## config.mk

```make
export PLATFORM = sky130hd
export DESIGN_NAME = lsu_master
export DESIGN_NICKNAME = d
export VERILOG_FILES = /design/src/rtl/lsu_pkg.sv /design/src/rtl/lsu_lane_fmt.sv /design/src/rtl/lsu_master.sv
export SDC_FILE = /design/constraint.sdc
export NUM_CORES = 1
export LEC_CHECK = 0
export CELL_PAD_IN_SITES_DETAIL_PLACEMENT = 0
export CELL_PAD_IN_SITES_GLOBAL_PLACEMENT = 1
export CORE_MARGIN = 2
export CORE_UTILIZATION = 50
export CTS_BUF_LIST = sky130_fd_sc_hd__clkbuf_8
export CTS_CLUSTER_DIAMETER = 50
export DETAILED_ROUTE_END_ITERATION = 8
export DONT_BUFFER_PORTS = 1
export GPL_TIMING_DRIVEN = 0
export PLACE_DENSITY = 0.92
export SLEW_MARGIN = 20
export SYNTH_ARGS = -nofsm -noshare
export SYNTH_HDL_FRONTEND = slang
export SYNTH_SLANG_ARGS = --single-unit
```

## constraint.sdc

```tcl
create_clock -name clk -period 3.2 [get_ports clk]
set_input_delay 0.64 -clock clk [delete_from_list [all_inputs] [get_ports clk]]
set_output_delay 0.64 -clock clk [all_outputs]
set_load 0.01 [all_outputs]
```

## src/rtl/lsu_pkg.sv

```systemverilog
// Shared types for the load/store unit bus master: size encodings, FSM states,
// latched request record and the alignment rule.
package lsu_pkg;

    typedef enum logic [1:0] {
        SEL_NONE = 2'b00,
        SEL_BYTE = 2'b01,
        SEL_HALF = 2'b10,
        SEL_WORD = 2'b11
    } mem_sel_e;

    typedef enum logic [1:0] {
        S_IDLE = 2'b00,
        S_REQ  = 2'b01,
        S_RESP = 2'b10
    } state_e;

    localparam logic [3:0] TIMEOUT_MAX = 4'd15;

    typedef struct packed {
        logic [31:0] addr;
        logic [31:0] wdata;
        logic        we;
        mem_sel_e    sel;
        logic        sext;
    } req_t;

    function automatic logic misaligned(input mem_sel_e sel, input logic [1:0] ofs);
        return ((sel == SEL_HALF) && ofs[0]) || ((sel == SEL_WORD) && (ofs != 2'b00));
    endfunction

endpackage

```

## src/rtl/lsu_lane_fmt.sv

```systemverilog
// Byte-lane steering: store byte enables / replicated write data, and load lane
// extraction with sign or zero extension.
module lsu_lane_fmt
    import lsu_pkg::*;
(
    input  mem_sel_e    sel,
    input  logic [1:0]  ofs,
    input  logic        sext,
    input  logic [31:0] wdata,
    input  logic [31:0] mrdata,
    output logic [3:0]  be,
    output logic [31:0] wrep,
    output logic [31:0] ldata
);

    logic [15:0] lane;

    always_comb begin
        be    = 4'b0000;
        wrep  = wdata;
        ldata = mrdata;
        // shift the addressed lane down to bit 0 before extending
        lane  = 16'(mrdata >> {ofs, 3'b000});
        case (sel)
            SEL_BYTE: begin
                be    = 4'b0001 << ofs;
                wrep  = {4{wdata[7:0]}};
                ldata = {{24{sext & lane[7]}}, lane[7:0]};
            end
            SEL_HALF: begin
                be    = 4'b0011 << ofs;
                wrep  = {2{wdata[15:0]}};
                ldata = {{16{sext & lane[15]}}, lane[15:0]};
            end
            SEL_WORD: be = 4'b1111;
            default:  be = 4'b0000;
        endcase
    end

endmodule

```

## src/rtl/lsu_master.sv

```systemverilog
// Single-outstanding data memory bus master: IDLE -> REQ -> RESP handshake with
// misalignment detection and a 15-cycle bus timeout.
module lsu_master
    import lsu_pkg::*;
(
    input  logic        clk,
    input  logic        rst_n,
    input  logic        start,
    input  logic        MemRead,
    input  logic        MemWrite,
    input  logic [1:0]  mem_sel,
    input  logic        sign_ext,
    input  logic [31:0] addr,
    input  logic [31:0] wdata,
    output logic        mreq,
    output logic        mwe,
    output logic [31:0] maddr,
    output logic [3:0]  mbe,
    output logic [31:0] mwdata,
    input  logic        mack,
    input  logic [31:0] mrdata,
    output logic        busy,
    output logic        done,
    output logic [31:0] rdata,
    output logic        addr_err,
    output logic        bus_err
);

    state_e      state, state_nxt;
    req_t        req_q;
    logic [3:0]  cnt;
    logic        aerr_q, berr_q;
    logic [31:0] rdata_q;
    logic        accept, mis, timeout;
    logic [3:0]  be;
    logic [31:0] wrep, ldata;

    assign accept  = (state == S_IDLE) && start && (MemRead ^ MemWrite) && (mem_sel != 2'b00);
    assign mis     = misaligned(mem_sel_e'(mem_sel), addr[1:0]);
    // counter reaching TIMEOUT_MAX ends the request after exactly 15 REQ cycles
    assign timeout = (state == S_REQ) && !mack && (cnt == TIMEOUT_MAX - 4'd1);

    lsu_lane_fmt u_fmt (
        .sel    (req_q.sel),
        .ofs    (req_q.addr[1:0]),
        .sext   (req_q.sext),
        .wdata  (req_q.wdata),
        .mrdata (mrdata),
        .be     (be),
        .wrep   (wrep),
        .ldata  (ldata)
    );

    always_comb begin
        state_nxt = state;
        case (state)
            S_IDLE:  if (accept) state_nxt = mis ? S_RESP : S_REQ;
            S_REQ:   if (mack || timeout) state_nxt = S_RESP;
            S_RESP:  state_nxt = S_IDLE;
            default: state_nxt = S_IDLE;
        endcase
    end

    always_ff @(posedge clk) begin
        if (!rst_n) begin
            state   <= S_IDLE;
            req_q   <= '0;
            cnt     <= '0;
            aerr_q  <= 1'b0;
            berr_q  <= 1'b0;
            rdata_q <= '0;
        end else begin
            state <= state_nxt;
            if (accept) begin
                req_q  <= '{addr: addr, wdata: wdata, we: MemWrite,
                            sel: mem_sel_e'(mem_sel), sext: sign_ext};
                aerr_q <= mis;
                berr_q <= 1'b0;
                cnt    <= '0;
            end
            if (state == S_REQ) begin
                if (mack) begin
                    if (!req_q.we) rdata_q <= ldata;
                end else begin
                    cnt <= cnt + 4'd1;
                end
                berr_q <= timeout;
            end
        end
    end

    assign mreq     = (state == S_REQ);
    assign mwe      = mreq & req_q.we;
    assign mbe      = mreq ? be : 4'b0000;
    assign maddr    = {req_q.addr[31:2], 2'b00};
    assign mwdata   = wrep;
    assign busy     = (state == S_REQ);
    assign done     = (state == S_RESP);
    assign addr_err = done & aerr_q;
    assign bus_err  = done & berr_q;
    assign rdata    = rdata_q;

endmodule

```

==> summary.txt <==
Outcome
  • Outcome: complete, no violations

CTS
  • Cts hold-fix bufs: 0
  • TritonCTS buffer count: 9
  • CTS clock-pin slew for the worst setup and hold paths: 0.10 ns
  • Bufs on Longest Clock Path: 2
  • TritonCTS clock tree: yes
  • Clock sinks: 108
  • Max H-tree Level: 3
  • CTS Root Cell: clkbuf_8
  • Clock latency on the worst-skew pair: 0.37 ns

Yosys
  • Post-synthesis mux area share: 0.825%
  • Asr flop ratio synth: 0%
  • Post-synth cell types: 47
  • Sequential area share after synthesis: 40.7%
  • Post-Synth Adder-Cell Area: 1.65%
  • Synth Flop Type: dfxtp_1
  • Post-synth EDFFs: 0
  • Mapped cell area: 5310 um^2
  • Biggest area consumer among synthesized cells: dfxtp_1
  • Largest family of logic cells by synthesized area: compound AO/OA/AOI/OAI gates
  • Top cells by area, synth: dfxtp_1 41%, nand2_1 12%, buf_4 5.8%
  • Post-synth top area share: 40.7%
  • Post-Synth XOR/XNOR Area: 0.330%
  • Cell count after synthesis: 679
  • Synth warn: 0
  • Synth Register Bits: 108
  • Synth Area in Compound Gates: 23.3%
  • Avg Inst Size Synth: 7.81 um^2
  • Synth Area in Simple Gates: 22.8%

Die
  • Chip Width: 107 um
  • Rows: 37
  • Starting Density: 51.4%
  • Vert. Die Dim: 107 um
  • Die footprint: 11500 um^2
  • Core area: 10300 um^2
  • I/O pin cnt: 211

Place
  • Dpl hpwl: 11600 um
  • Post-DP Area: 5480 um^2
  • Post-place setup slack: 0.0540 ns
  • Dpl cells: 816
  • Gpl congestion: 0.860
  • I/O Buffers: 0

Worst setup path
  • Kind of critical path: flip-flop to primary output
  • CP max-delay cell: clkbuf_1
  • CP peak stage delay: 0.45 ns
  • Critical path peak fanout: 10
  • Critical Path Sink Type: primary output
  • Worst-path cell chain: inv_1, ha_1, clkbuf_1, clkbuf_1, a22oi_1, a21oi_1
  • CP arrival: 2.40 ns
  • Critical path startpoint category: flip-flop
  • Crit-path most repeated cell: clkbuf_1
  • CP bufs+invs: 3
  • Required time worst endpoint: 2.56 ns
  • CP delay by family, top: buffers and inverters

Drt
  • Metal-1 WL: 6500 um
  • Max Used Layer: met4
  • Routed Antenna Nets: 0
  • Initial DRC Count: 308
  • Met3 Wirelength: 1490 um
  • Via Count: 4801
  • Routed length on met2: 7070 um
  • DRC viols: 0
  • Drt wl/cell: 18.5 um
  • Router iterations before antenna repair: 6
  • Vias/cell: 5.78
  • Final wirelength: 15300 um

Power
  • VDD IR max: 0.274 mV
  • Pleak: 1.98 nW
  • Power per Cell Area: 479 nW/um^2

Cells and area
  • Fin nets: 802
  • Non-filler instance count after layout: 831
  • Antenna cells: 0
  • Layout cells sized above 1: 10.1%
  • Commonest non-fill, non-tap cell in the layout: nand2_1
  • Util after Layout: 55.1%
  • Filler cells: 993
  • Area Growth Syn to Fin: 7.22%
  • Final Cell Area: 5690 um^2
  • Most frequent cells in the layout: 164 x nand2_1, 108 x dfxtp_1, 60 x a21oi_1, 45 x clkbuf_1, 41 x buf_4

Global routing
  • GR Overflow Total: 0
  • Initial antenna violation count: 0
  • First-pass GRT wire length: 23200 um
  • Largest net degree at the start of global routing: 17
  • GRT Util Overall: 26.0%
  • Vias in the first global route: 4399

STA
  • Unrepaired setup endpoints after global routing: no
  • Final setup margin: 0.157 ns
  • Setup TNS: 0 ns
  • Final hold vios: 0
  • Max-slew headroom: 40.7%
  • Worst Max-Slew Pin Slew: 0.883 ns
  • FMAX: 0.329 GHz
  • Clock skew: 0.00961 ns
  • Final Setup Violations: 0
  • Pins Over Slew Limit: 0
  • Post-route minimum period: 3.04 ns
  • Final period utilization: 95.1%

Run
  • MaxCap Viol Count: 0

Worst hold path
  • Min-delay worst type: primary input to flip-flop
[worst reg2reg max path, delay by kind of cell, from the launching register on]
family | cells | cell delay, ns
buffers and inverters | 2 | 0.78
and+or+nand+nor | 2 | 0.84
DFF | 1 | 0.47
AOI/OAI and AO/OA | 2 | 0.29
[routing by layer]
| metal | global-route usage (%) | vias to the layer above |
|---|---|---|
| met5 | 0 | - |
| met4 | 8.81 | 0 |
| met3 | 7.23 | 21 |
| met2 | 41.5 | 240 |
| met1 | 33.9 | 2240 |
| li1 | - | 2300 |
[path summary, 6_finish.rpt]
kind                                start         end  slack, ns  cells after the start
worst max-delay path             req_q[1]  mwdata[24]       0.16                      6
worst min-delay path             addr[13]   maddr[13]       0.38                      2
worst max register to register   state[0]   rdata[15]       0.76                      6
worst min register to register  maddr[23]   maddr[23]       0.46                      2
[what timing repair did]
item	4_1_cts	5_1_grt
setup buffers	0	0
resized for setup	2	6
setup endpoints to repair	14	11
cloned	0	0
[kinds of logic (layout without fill, tap and decap cells)]
group,Yosys count,after routing
and+or+nand+nor,276,276
AOI/OAI and AO/OA,180,180
DFF,108,108
buffers and inverters,102,117
adders and majority gates,7,7
muxes,3,3
xor gates and xnor gates,2,2
other,1,2
[through the flow]
| step | hold WS [ns] | total power [W] |
|---|---|---|
| 2_1_floorplan | 0.437 | 0.00178 |
| 3_3_place_gp | 0.443 | 0.00188 |
| 3_5_place_dp | 0.451 | 0.00189 |
| 4_1_cts | 0.377 | 0.00274 |
| 5_1_grt | 0.379 | 0.00285 |
| 6_report | 0.384 | 0.00272 |
[final cells by class]
| cell class | count | area [um^2] | area share (%) |
|---|---|---|---|
| flip-flops and latches | 108 | 2160 | 38.0 |
| inverters | 8 | 30.0 | 0.528 |
| well taps | 136 | 170 | 2.99 |
| clock inverters | 5 | 51.3 | 0.902 |
| clock buffers | 11 | 151 | 2.66 |
| plain buffers | 93 | 515 | 9.06 |
| multi-input cells | 470 | 2610 | 45.9 |
[synth_stat cells, types with 4 or more instances]
master and number:
nand2_1 164, dfxtp_1 108, a21oi_1 60, clkbuf_1 49, buf_4 41, nor2_1 41, a21boi_0 28, o21ai_0 18
or3_1 18, nor3_1 17, o2bb2ai_1 15, nor2b_1 10, o21a_1 10, a22o_1 8, a22oi_1 8, o32ai_1 8
and2_1 7, ha_1 7, o221ai_1 7, o31a_1 7, a31oi_1 6, inv_1 6, nand3_1 4
[flip-flops by register name, summed over array words and instances (netlist names)]
signal  cells
berr_q      1
aerr_q      1
rdata      32
maddr      30
cnt         4
state       2
req_q      38
[power by group]
part	switching (W)	internal, W	total [W]
registers	0.0000509	0.00140	0.00145
logic	0.000262	0.000142	0.000404
clock network	0.000465	0.000400	0.000865
Note: power is estimated with default switching activity, not from simulation.
